`config.mk`:
```
export PLATFORM = sky130hd
export DESIGN_NAME = matmul_seq_ctrl_flat
export DESIGN_NICKNAME = d
export VERILOG_FILES = /design/src/rtl/matmul_seq_ctrl_if.sv /design/src/rtl/matmul_seq_ctrl.sv /design/src/flat_wrapper.sv
export SDC_FILE = /design/constraint.sdc
export NUM_CORES = 1
export LEC_CHECK = 0
export BUFFER_PORTS_ARGS = -buffer_cell sky130_fd_sc_hd__clkbuf_2
export CELL_PAD_IN_SITES_DETAIL_PLACEMENT = 1
export CELL_PAD_IN_SITES_GLOBAL_PLACEMENT = 1
export CORE_MARGIN = 4
export CORE_UTILIZATION = 31
export DETAILED_ROUTE_END_ITERATION = 10
export GPL_ROUTABILITY_DRIVEN = 0
export GPL_TIMING_DRIVEN = 0
export PLACE_DENSITY_LB_ADDON = 0.2
export RECOVER_POWER = 50
export SLEW_MARGIN = 20
export SYNTH_ARGS = -nofsm -noshare
export SYNTH_HDL_FRONTEND = slang
export SYNTH_SLANG_ARGS = --single-unit
export TNS_END_PERCENT = 10
```
`constraint.sdc`:
```
create_clock -name clk -period 5.58 [get_ports clk]
set_input_delay 0.558 -clock clk [delete_from_list [all_inputs] [get_ports clk]]
set_output_delay 0.558 -clock clk [all_outputs]
set_load 0.01 [all_outputs]
```
`src/rtl/matmul_seq_ctrl_if.sv`:
```
// Operand request / result handshake between the loop sequencer
// and the MAC datapath.
interface matmul_seq_ctrl_if #(
   parameter int ADDR_W = 12
);
   logic              op_valid;
   logic              op_ready;
   logic [ADDR_W-1:0] op_a_addr;
   logic [ADDR_W-1:0] op_b_addr;
   logic [ADDR_W-1:0] op_c_addr;
   logic              op_first;
   logic              op_last;
   logic              res_valid;

   modport master (
      output op_valid, op_a_addr, op_b_addr, op_c_addr,
      output op_first, op_last,
      input  op_ready, res_valid
   );

   modport slave (
      input  op_valid, op_a_addr, op_b_addr, op_c_addr,
      input  op_first, op_last,
      output op_ready, res_valid
   );
endinterface

```
`src/rtl/matmul_seq_ctrl.sv`:
```
// Matrix-multiply loop sequencer: walks i/j/k, issues one operand
// request per MAC and counts C write-backs before signalling done.
module matmul_seq_ctrl #(
   parameter int ADDR_W  = 12,
   parameter int MAX_DIM = 64,
   parameter int CNT_W   = 13
) (
   input  logic        clk,
   input  logic        rst,
   input  logic        start,
   input  logic [31:0] cfg_m,
   input  logic [31:0] cfg_k,
   input  logic [31:0] cfg_n,
   output logic        done,
   output logic        busy,
   output logic        err,
   matmul_seq_ctrl_if.master op
);
   localparam int DIM_W = $clog2(MAX_DIM + 1);

   localparam logic [1:0] S_IDLE  = 2'd0;
   localparam logic [1:0] S_RUN   = 2'd1;
   localparam logic [1:0] S_DRAIN = 2'd2;
   localparam logic [1:0] S_FIN   = 2'd3;

   logic [1:0]        state;
   logic [DIM_W-1:0]  m_r, k_r, n_r;
   logic [DIM_W-1:0]  i_cnt, j_cnt, k_cnt;
   logic [ADDR_W-1:0] a_row;
   logic [CNT_W-1:0]  res_cnt, mn_r;

   logic              cfg_bad, hs, active;
   logic              last_k, last_j, last_i;
   logic [DIM_W-1:0]  k_nxt, j_nxt, i_nxt;
   logic [CNT_W-1:0]  res_inc;
   logic              res_hit;

   always_comb begin
      cfg_bad = (cfg_m == 32'd0) || (cfg_m > 32'(MAX_DIM)) ||
                (cfg_k == 32'd0) || (cfg_k > 32'(MAX_DIM)) ||
                (cfg_n == 32'd0) || (cfg_n > 32'(MAX_DIM));
      hs      = (state == S_RUN) && op.op_valid && op.op_ready;
      active  = (state == S_RUN) || (state == S_DRAIN);
      last_k  = k_cnt == k_r - DIM_W'(1);
      last_j  = j_cnt == n_r - DIM_W'(1);
      last_i  = i_cnt == m_r - DIM_W'(1);
      k_nxt   = k_cnt + DIM_W'(1);
      j_nxt   = j_cnt + DIM_W'(1);
      i_nxt   = i_cnt + DIM_W'(1);
      res_inc = res_cnt + CNT_W'(1);
      // covers a final result arriving in the same cycle as the check
      res_hit = (res_cnt == mn_r) ||
                (op.res_valid && res_inc == mn_r);
   end

   always_ff @(posedge clk or posedge rst) begin
      if (rst) begin
         state        <= S_IDLE;
         done         <= 1'b0;
         busy         <= 1'b0;
         err          <= 1'b0;
         op.op_valid  <= 1'b0;
         op.op_a_addr <= '0;
         op.op_b_addr <= '0;
         op.op_c_addr <= '0;
         op.op_first  <= 1'b0;
         op.op_last   <= 1'b0;
         m_r          <= '0;
         k_r          <= '0;
         n_r          <= '0;
         i_cnt        <= '0;
         j_cnt        <= '0;
         k_cnt        <= '0;
         a_row        <= '0;
         res_cnt      <= '0;
         mn_r         <= '0;
      end else begin
         done <= 1'b0;
         if (active && op.res_valid && res_cnt != mn_r)
            res_cnt <= res_inc;
         case (state)
            S_IDLE: if (start) begin
               m_r     <= cfg_m[DIM_W-1:0];
               k_r     <= cfg_k[DIM_W-1:0];
               n_r     <= cfg_n[DIM_W-1:0];
               mn_r    <= CNT_W'(cfg_m[DIM_W-1:0]) *
                          CNT_W'(cfg_n[DIM_W-1:0]);
               res_cnt <= '0;
               if (cfg_bad) begin
                  err   <= 1'b1;
                  done  <= 1'b1;
                  state <= S_FIN;
               end else begin
                  err          <= 1'b0;
                  busy         <= 1'b1;
                  i_cnt        <= '0;
                  j_cnt        <= '0;
                  k_cnt        <= '0;
                  a_row        <= '0;
                  op.op_valid  <= 1'b1;
                  op.op_a_addr <= '0;
                  op.op_b_addr <= '0;
                  op.op_c_addr <= '0;
                  op.op_first  <= 1'b1;
                  op.op_last   <= cfg_k[DIM_W-1:0] == DIM_W'(1);
                  state        <= S_RUN;
               end
            end
            S_RUN: if (hs) begin
               if (!last_k) begin
                  k_cnt        <= k_nxt;
                  op.op_a_addr <= op.op_a_addr + ADDR_W'(1);
                  op.op_b_addr <= op.op_b_addr + ADDR_W'(n_r);
                  op.op_first  <= 1'b0;
                  op.op_last   <= k_nxt == k_r - DIM_W'(1);
               end else begin
                  k_cnt        <= '0;
                  op.op_c_addr <= op.op_c_addr + ADDR_W'(1);
                  op.op_first  <= 1'b1;
                  op.op_last   <= k_r == DIM_W'(1);
                  if (!last_j) begin
                     j_cnt        <= j_nxt;
                     op.op_a_addr <= a_row;
                     op.op_b_addr <= ADDR_W'(j_nxt);
                  end else if (!last_i) begin
                     j_cnt        <= '0;
                     i_cnt        <= i_nxt;
                     a_row        <= a_row + ADDR_W'(k_r);
                     op.op_a_addr <= a_row + ADDR_W'(k_r);
                     op.op_b_addr <= '0;
                  end else begin
                     op.op_valid <= 1'b0;
                     op.op_first <= 1'b0;
                     op.op_last  <= 1'b0;
                     state       <= S_DRAIN;
                  end
               end
            end
            S_DRAIN: if (res_hit) begin
               busy  <= 1'b0;
               done  <= 1'b1;
               state <= S_FIN;
            end
            default: state <= S_IDLE;
         endcase
      end
   end
endmodule

```
`src/flat_wrapper.sv`:
```
// flat-port wrapper written by rule: the top's interface ports become plain ports
module matmul_seq_ctrl_flat 
#(
   parameter int ADDR_W  = 12,
   parameter int MAX_DIM = 64,
   parameter int CNT_W   = 13
)
  (clk, rst, start, cfg_m, cfg_k, cfg_n, done, busy, err, op_op_valid, op_op_a_addr, op_op_b_addr, op_op_c_addr, op_op_first, op_op_last, op_op_ready, op_res_valid);
  matmul_seq_ctrl_if #(.ADDR_W(ADDR_W)) op_i ();
  input  logic clk;
  input  logic rst;
  input  logic start;
  input  logic [31:0] cfg_m;
  input  logic [31:0] cfg_k;
  input  logic [31:0] cfg_n;
  output logic done;
  output logic busy;
  output logic err;
  output wire logic [$bits(op_i.op_valid)-1:0] op_op_valid;
  output wire logic [$bits(op_i.op_a_addr)-1:0] op_op_a_addr;
  output wire logic [$bits(op_i.op_b_addr)-1:0] op_op_b_addr;
  output wire logic [$bits(op_i.op_c_addr)-1:0] op_op_c_addr;
  output wire logic [$bits(op_i.op_first)-1:0] op_op_first;
  output wire logic [$bits(op_i.op_last)-1:0] op_op_last;
  input wire logic [$bits(op_i.op_ready)-1:0] op_op_ready;
  input wire logic [$bits(op_i.res_valid)-1:0] op_res_valid;
  assign op_op_valid = op_i.op_valid;
  assign op_op_a_addr = op_i.op_a_addr;
  assign op_op_b_addr = op_i.op_b_addr;
  assign op_op_c_addr = op_i.op_c_addr;
  assign op_op_first = op_i.op_first;
  assign op_op_last = op_i.op_last;
  assign op_i.op_ready = op_op_ready;
  assign op_i.res_valid = op_res_valid;
  matmul_seq_ctrl #(.ADDR_W(ADDR_W), .MAX_DIM(MAX_DIM), .CNT_W(CNT_W)) u_core (.clk(clk), .rst(rst), .start(start), .cfg_m(cfg_m), .cfg_k(cfg_k), .cfg_n(cfg_n), .done(done), .busy(busy), .err(err), .op(op_i));
endmodule
```
==> flow_summary.ini, run 1 <==
[timing]
skew_ps = 11.7
setup_viol = 0
fmax_ghz = 0.218
slew_headroom_pct = -42.4
fin_crit_sh_pct = 82.3
period_needed_ps = 4590
slew_violations = 127
post-route-worst-setup-slack_ps = 989
rsz0062_at_grt = false
hold_viol_final = 0
worst_pin_slew_ps = 2140
setup_tns_ps = 0

[placed_design]
place_area_sq_um = 11400
portBuffers = 138
dpl_worst_slack_ps = 513
dp_hpwl_mm = 27.0

[clock_tree]
cts_hold_repair.buffers = 0
cts_setup_buffers = 0
cts_sinks = 124
cts_tree = yes
cts_resized = 0
clockBufferDepth = 2
insertion_delay_ps = 430
cts_buffers = 17
path_clk_slew_ps = 60
htree_levels = 4
cts-root-buf = clkbuf_16

[die]
die_x_um = 188
pin_count = 143
coreArea_sq_um = 31800
rows = 65
die_height_um = 188
die_area_sq_um = 35500
initial_core_util_pct = 31.7

[grt]
grt.met2_usage_pct = 31.6
grtUsageTotal_pct = 19.6
grt_max_degree = 81
overflow = 0
grt_pass1_wl_mm = 56.2
grt_use_met3_pct = 3.04
antenna_found_initial = 0
use_met1_pct = 28.2
grt_pass1_vias = 9932
grt-busiest-layer = met2

[outcome]
violations = max-capacitance violations, max-slew violations
outcome = complete, but fails checks

[route]
drcViolationCount = 0
vias_per_cell = 5.37
drtIter0Drc = 608
dr.pass1.iters = 5
routed_wl_mm = 34.7
antenna_left = 0
routedWlPerCell_um = 19.7
vias = 9478

[power]
power_density_nw_per_um2 = 317
max-vdd-ir-drop_uv = 171
p_leak_uw = 0.00541

[synthesis]
syn_area_sq_um = 10100
syn_nets = 1341
netlist.area_leader.share_pct = 30.8
synth_warnings = 0
ys_types = 77
ys_seq_area_share_pct = 30.8
synth_edf_count = 0
synth_largest_area_cell = dfrtp_1
synth.area.top_cells = dfrtp_1 (31%), ha_1 (7.2%), xnor2_1 (6.0%)
synth_ff_type = dfrtp_1
ys_ff_latch = 124
avgSynthCellArea_sq_um = 8.72
async_reset_ff_share_pct = 100
postSynthCellCount = 1157

[critical_path]
cp.arrival_ps = 4900
start_kind = input port
timing.critical_path.buf_inv = 4
cp-end-kind = register
crit_chain = clkbuf_1, nand2_1, fa_1, fa_1, inv_1, fa_1, inv_1, fa_1, inv_1, ha_1, a21o_1, a2111oi_0, nor3_1, nand3b_1
required_ps = 5890
reg2reg_depth = 11
crit_path_max_incr_delay_ps = 690
critPathMostFrequentCell = fa_1
crit_cells = 14
cp_top_family = adder cells
crit_fanout = 10
cpMaxStageDelayCell = a2111oi_0
path_class = input port to register

[final_layout]
final_common_cell = nand2_1
area_growth_syn_to_layout_pct = 18.2
mostFrequentLayoutCells = nand2_1 (127), dfrtp_1 (124), clkbuf_2 (118)
antennaDiodeCount = 0
final_util_pct = 37.5
layout-drive-gt1-share_pct = 15.8
nets = 1500
fin_area_sq_um = 11900

[flow_run]
max_cap_violations = 2

[worst_hold_path]
whs_path_depth = 3
hold_class = input port to register
==> sequential cells by signal (all words and copies together) (netlist names), 12 cells and up <==
name,cells
u_core.a_row,12
u_core.mn_r,13
u_core.op.op_a_addr,12
u_core.op.op_b_addr,12
u_core.op.op_c_addr,12
u_core.res_cnt,13
==> report_power, final <==
group | switching [uW] | internal [uW] | leakage, uW
Sequential | 157 | 1030 | 0.00158
Combinational | 841 | 585 | 0.00352
Clock | 452 | 715 | 0.000304
Total | 1450 | 2330 | 0.00541
==> area by class of cell <==
| type | instances | area [sq um] |
|---|---|---|
| plain buffers | 55 | 228 |
| clock buffers | 18 | 439 |
| clock inverters | 14 | 168 |
| fillers | 3798 | 19900 |
| inverters | 59 | 223 |
| multi-input cells | 919 | 6540 |
| flip-flops and latches | 124 | 3100 |
| well taps | 435 | 544 |
| repair buffers | 140 | 679 |
==> synthesized netlist by cell type (all sizes together), types with 7 or more instances <==
master / count
xor2: 25
or3: 17
nand3: 56
a211oi: 7
buf: 15
nor4: 35
a21bo: 9
inv: 59
nor2: 66
nand2: 128
o21ai: 58
or4: 15
and4: 8
a21oi: 38
o31ai: 21
xnor2: 69
nand3b: 8
dfrtp: 124
nor3: 36
nor3b: 7
a22o: 10
a21o: 13
fa: 25
o211ai: 7
clkbuf: 40
ha: 58
and2: 48
nand4: 34
mux2i: 7
and3: 15
==> per-layer routing <==
metal / part of all wire [%] / vias up
li1: - / 4524
met3: 3.4 / 21
met5: 0 / -
met4: 0.85 / 0
met2: 45 / 208
met1: 50 / 4725
==> final timing paths <==
| path | startpoint | end | slack [ps] |
|---|---|---|---|
| max | cfg_n[6] | u_core.mn_r[11] | 990 |
| min | cfg_k[4] | u_core.k_r[4] | 370 |
| max reg2reg | u_core.k_r[1] | u_core.op.op_b_addr[8] | 1470 |
| min reg2reg | u_core.op.op_first | u_core.op.op_first | 480 |
| max in group asynchronous | rst | u_core.res_cnt[6] | 2070 |
| min in group asynchronous | rst | u_core.k_cnt[0] | 660 |
==> worst reg2reg max path, cell delays in order, from the launching register on <==
cell and delay, ps:
dfrtp_1 470, inv_1 140, ha_1 260, nor3b_1 420, nand2_1 170, xor2_1 390, nand3_1 590, nor4_4 720
buf_2 340, buf_2 270, o31ai_1 120, a21oi_1 150
==> metrics by stage <==
stage	power (uW)	instances	hold slack [ps]
after floorplan	2160	1157	459
after global placement	2600	1730	464
after detailed placement	2630	1732	468
after CTS	3820	1764	120
after global routing	4040	1764	374
final	3780	1764	369
==> kinds of logic after synthesis <==
logic type,count (synthesis),share of synthesized area (%)
DFF,124,30.8
xor gates and xnor gates,95,8.39
AOI/OAI and AO/OA,233,16.5
buffers and inverters,114,4.45
muxes,13,1.36
and+or+nand+nor,495,26.4
adders and majority gates,83,12.2
Power figures use the tool's default switching activity.
==> inputs of run 2 (changes only) <==
Clock period 5.58 ns to 4.6 ns, I/O delays scaled along.
==> flow_summary.ini, run 2 (same netlist as run 1, synthesis figures left out) <==
[timing]
period_needed_ps = 4310
slew_violations = 127
hold_ws_ps = 271
slew_headroom_pct = -42.3
rsz0062_at_grt = false
worst_pin_slew_ps = 2130
hold_viol_final = 0
setup_viol = 0
post-route-worst-setup-slack_ps = 290
skew_ps = 11.9
fin_crit_sh_pct = 93.7
fmax_ghz = 0.232

[clock_tree]
htree_levels = 4
path_clk_slew_ps = 60
cts-root-buf = clkbuf_16
cts_sinks = 124
insertion_delay_ps = 430
cts_hold_repair.buffers = 0
clockBufferDepth = 2
cts_buffers = 17
cts_tree = yes

[final_layout]
antennaDiodeCount = 0
fin_area_sq_um = 11900
reg_top3 = u_core.mn_r (13), u_core.res_cnt (13)
mostFrequentLayoutCells = nand2_1 (127), dfrtp_1 (124), clkbuf_2 (120)
final_common_cell = nand2_1
nets = 1500
layout-drive-gt1-share_pct = 16.0
area_growth_syn_to_layout_pct = 18.3
nFillCells = 3797
multi_input_area_sq_um = 6540
regArea_sq_um = 3100

[power]
p_leak_uw = 0.00541
power_density_nw_per_um2 = 385
max-vdd-ir-drop_uv = 207
power_uw = 4590

[grt]
grtUsageTotal_pct = 19.6
antenna_found_initial = 0
overflow = 0
grt_max_degree = 81
grt_pass1_vias = 9932
grt_pass1_wl_mm = 56.2

[worst_hold_path]
hold_class = input port to register

[placed_design]
dpl_worst_slack_ps = -369
portBuffers = 138
place_area_sq_um = 11400
dp_hpwl_mm = 27.0

[die]
die_height_um = 188
rows = 65
pin_count = 143
initial_core_util_pct = 31.7
die_area_sq_um = 35500
coreArea_sq_um = 31800
die_x_um = 188

[flow_run]
max_cap_violations = 2

[route]
routedWlPerCell_um = 19.6
antenna_left = 0
drtIter0Drc = 635
routed_wl_mm = 34.6
dr.pass1.iters = 5
vias = 9488
vias_per_cell = 5.38
drcViolationCount = 0

[outcome]
outcome = complete, but fails checks
violations = max-capacitance violations, max-slew violations

[critical_path]
critPathMostFrequentCell = inv_1
path_class = input port to register
start_kind = input port
crit_fanout = 9
crit_chain = clkbuf_2, and2_1, fa_1, inv_1, fa_1, inv_1, fa_1, inv_1, fa_1, inv_1, ha_1, inv_1, o21bai_1, a21o_1, a2111oi_0, or3_1, nand3_1
cp-end-kind = register
crit_path_max_incr_delay_ps = 550
cp.arrival_ps = 4620
cpMaxStageDelayCell = fa_1
required_ps = 4910
[run 2: cell counts in the layout (fill, tap and decap cells not counted)]
Identical to the previous run, type by type.
[run 2: repair_timing]
item	CTS	global route
setup buffers	0	0
setup endpoints to repair	0	2
resized for setup	0	5
[run 2: worst paths after layout]
| path | slack [ps] | cells past startpoint | start | to |
|---|---|---|---|---|
| setup / recovery | 290 | 17 | cfg_m[3] | u_core.mn_r[12] |
| hold / removal | 270 | 3 | cfg_k[4] | u_core.k_r[4] |
| setup reg to reg | 480 | 11 | u_core.k_r[1] | u_core.op.op_b_addr[8] |
| hold reg to reg | 480 | 1 | u_core.op.op_first | u_core.op.op_first |
| max in group asynchronous | 1190 | 3 | rst | u_core.res_cnt[6] |
| min in group asynchronous | 560 | 2 | rst | u_core.k_cnt[0] |
[run 2: final cells by class]
type                       instances  area share [%]
clock inverter                    14            1.41
timing repair buffer             140            5.69
clock buffer                      18            3.68
tap                              435            4.56
buffer                            55            1.93
multi-input combinational        919            54.9
sequential                       124            26.0
inverter                          59            1.87
[run 2: layer usage]
layer	part of all wire, %	GRT usage [%]
met1	50	28.2
met2	45	31.6
met3	4.2	3.04
met4	0.89	3.87
met5	0	0
[run 2: through the flow]
| step | std cells | setup TNS [ps] | utilization [%] |
|---|---|---|---|
| finish | 1764 | 0 | 37.5 |
| CTS | 1764 | 0 | 37.7 |
| global placement | 1730 | -140180 | 35.6 |
| detailed placement | 1732 | -770 | 35.7 |
| global route | 1764 | 0 | 37.5 |
| floorplan | 1157 | 0 | - |
[run 2: report_power, final]
| part | internal (uW) | switching [uW] | total [uW] |
|---|---|---|---|
| registers | 1250 | 190 | 1440 |
| logic | 712 | 1020 | 1730 |
| clock network | 868 | 546 | 1410 |
[run 2: worst max-delay path, delay by kind of cell]
kind | cells | cell delay, ps
buffers and inverters | 6 | 480
adder cells (fa/ha/maj) | 5 | 2390
AO/OA/AOI/OAI | 3 | 810
AND/OR/NAND/NOR | 3 | 470
==> inputs of run 3 (changes only) <==
--- a/config.mk
+++ b/config.mk
@@ -17,3 +17,2 @@
 export RECOVER_POWER = 50
-export SLEW_MARGIN = 20
 export SYNTH_ARGS = -nofsm -noshare
--- a/constraint.sdc
+++ b/constraint.sdc
@@ -3,2 +3,2 @@
 set_output_delay 0.46 -clock clk [all_outputs]
-set_load 0.01 [all_outputs]
+set_load 0.005 [all_outputs]
==> flow_summary.ini, run 3 (same netlist as run 1, synthesis figures left out) <==
[critical_path]
required_ps = 4910
crit_path_max_incr_delay_ps = 550
critPathMostFrequentCell = inv_1
crit_fanout = 9
cp-end-kind = register
path_class = input port to register
crit_chain = clkbuf_2, and2_1, fa_1, inv_1, fa_1, inv_1, fa_1, inv_1, fa_1, inv_1, ha_1, inv_1, o21bai_1, a21o_1, a2111oi_0, or3_1, nand3_1
start_kind = input port
cpMaxStageDelayCell = fa_1
cp.arrival_ps = 4620

[power]
power_density_nw_per_um2 = 381
p_leak_uw = 0.00543
power_uw = 4550
switching_share_pct = 38.0
power_frac_comb_pct = 37.2
pwr-share-clk_pct = 31.2
max-vdd-ir-drop_uv = 254
internal-power_uw = 2820
p_sw_uw = 1730
seqPwrFrac_pct = 31.6

[clock_tree]
htree_levels = 4
cts_resized = 0
insertion_delay_ps = 440
clockBufferDepth = 2
cts_sinks = 124
path_clk_slew_ps = 60
cts_setup_buffers = 0
cts_tree = yes
cts_hold_repair.buffers = 0
cts-root-buf = clkbuf_16
cts_buffers = 17

[route]
vias = 9480
vias_per_cell = 5.37
routedWlPerCell_um = 19.6
antenna_left = 0
drtIter0Drc = 545
drcViolationCount = 0
dr.pass1.iters = 5
routed_wl_mm = 34.6

[timing]
fmax_ghz = 0.232
skew_ps = 11.7
fin_crit_sh_pct = 93.8
setup_viol = 0
slew_headroom_pct = -44.0
period_needed_ps = 4310
hold_viol_final = 0
slew_violations = 127
worst_pin_slew_ps = 2160
post-route-worst-setup-slack_ps = 286
rsz0062_at_grt = false

[final_layout]
antennaDiodeCount = 0
regArea_sq_um = 3100
layout-drive-gt1-share_pct = 16.6
nFillCells = 3792
mostFrequentLayoutCells = clkbuf_2 (130), nand2_1 (127), dfrtp_1 (124)
reg_top3 = u_core.mn_r (13), u_core.res_cnt (13)
nets = 1500
multi_input_area_sq_um = 6540
area_growth_syn_to_layout_pct = 18.3
final_common_cell = clkbuf_2

[die]
pin_count = 143
initial_core_util_pct = 31.7
die_height_um = 188
rows = 65
die_area_sq_um = 35500
die_x_um = 188
coreArea_sq_um = 31800

[grt]
overflow = 0
grt_pass1_vias = 9915
grt_pass1_wl_mm = 56.2
grt_max_degree = 81
grtUsageTotal_pct = 19.7
antenna_found_initial = 0

[placed_design]
dpl_worst_slack_ps = -399
dp_hpwl_mm = 26.9
portBuffers = 138

[flow_run]
max_cap_violations = 2

[outcome]
violations = max-capacitance violations, max-slew violations
outcome = complete, but fails checks

[worst_hold_path]
hold_class = input port to register
run 3: final timing paths:
path                                         start                      to  slack (ps)  cells after the start
min in group asynchronous                      rst         u_core.k_cnt[0]         560                      2
max in group asynchronous                      rst       u_core.res_cnt[9]        1170                      3
worst max-delay path                      cfg_m[3]         u_core.mn_r[12]         290                     17
worst min register to register  u_core.op.op_first      u_core.op.op_first         480                      1
worst max register to register       u_core.k_r[1]  u_core.op.op_a_addr[0]         510                     11
worst min-delay path                      cfg_k[5]           u_core.k_r[5]         270                      3
run 3: metal layers:
metal,track usage [%],vias to the layer above,routed length [um]
li1,-,4523,-
met1,28.4,4672,17300
met2,31.1,257,15400
met3,3.52,28,1500
met4,4.40,0,467
met5,0,-,0
run 3: cell type report:
type | count | area share, %
Timing Repair Buffer | 140 | 5.80
Tap cell | 435 | 4.56
Clock inverter | 14 | 1.44
Clock buffer | 18 | 3.60
Inverter | 59 | 1.87
Sequential cell | 124 | 26.0
Multi-Input combinational cell | 919 | 54.8
Buffer | 55 | 1.93
run 3: metrics by stage:
step,hold slack [ps],TNS [ps],cell area (sq um),utilization (%),cells
floorplan,459,0,10100,-,1157
global placement,464,-140180,11300,35.6,1730
detailed placement,468,-854,11400,35.7,1732
CTS,47.3,0,12000,37.6,1764
global route,269,0,11900,37.5,1764
finish,267,0,11900,37.5,1764
run 3: power groups by stage:
stage	logic [uW]	clock network (uW)	registers [uW]
after global routing	1920	1500	1470
after global placement	1660	0	1450
after floorplan	1180	0	1410
after CTS	1720	1460	1440
final	1690	1420	1440
after detailed placement	1700	0	1460
run 3: critical path: cells and delay by family:
kind / cells / cell delay (ps)
AOI/OAI and AO/OA: 3 / 800
adders and majority gates: 5 / 2390
buffers and inverters: 6 / 490
and+or+nand+nor: 3 / 470
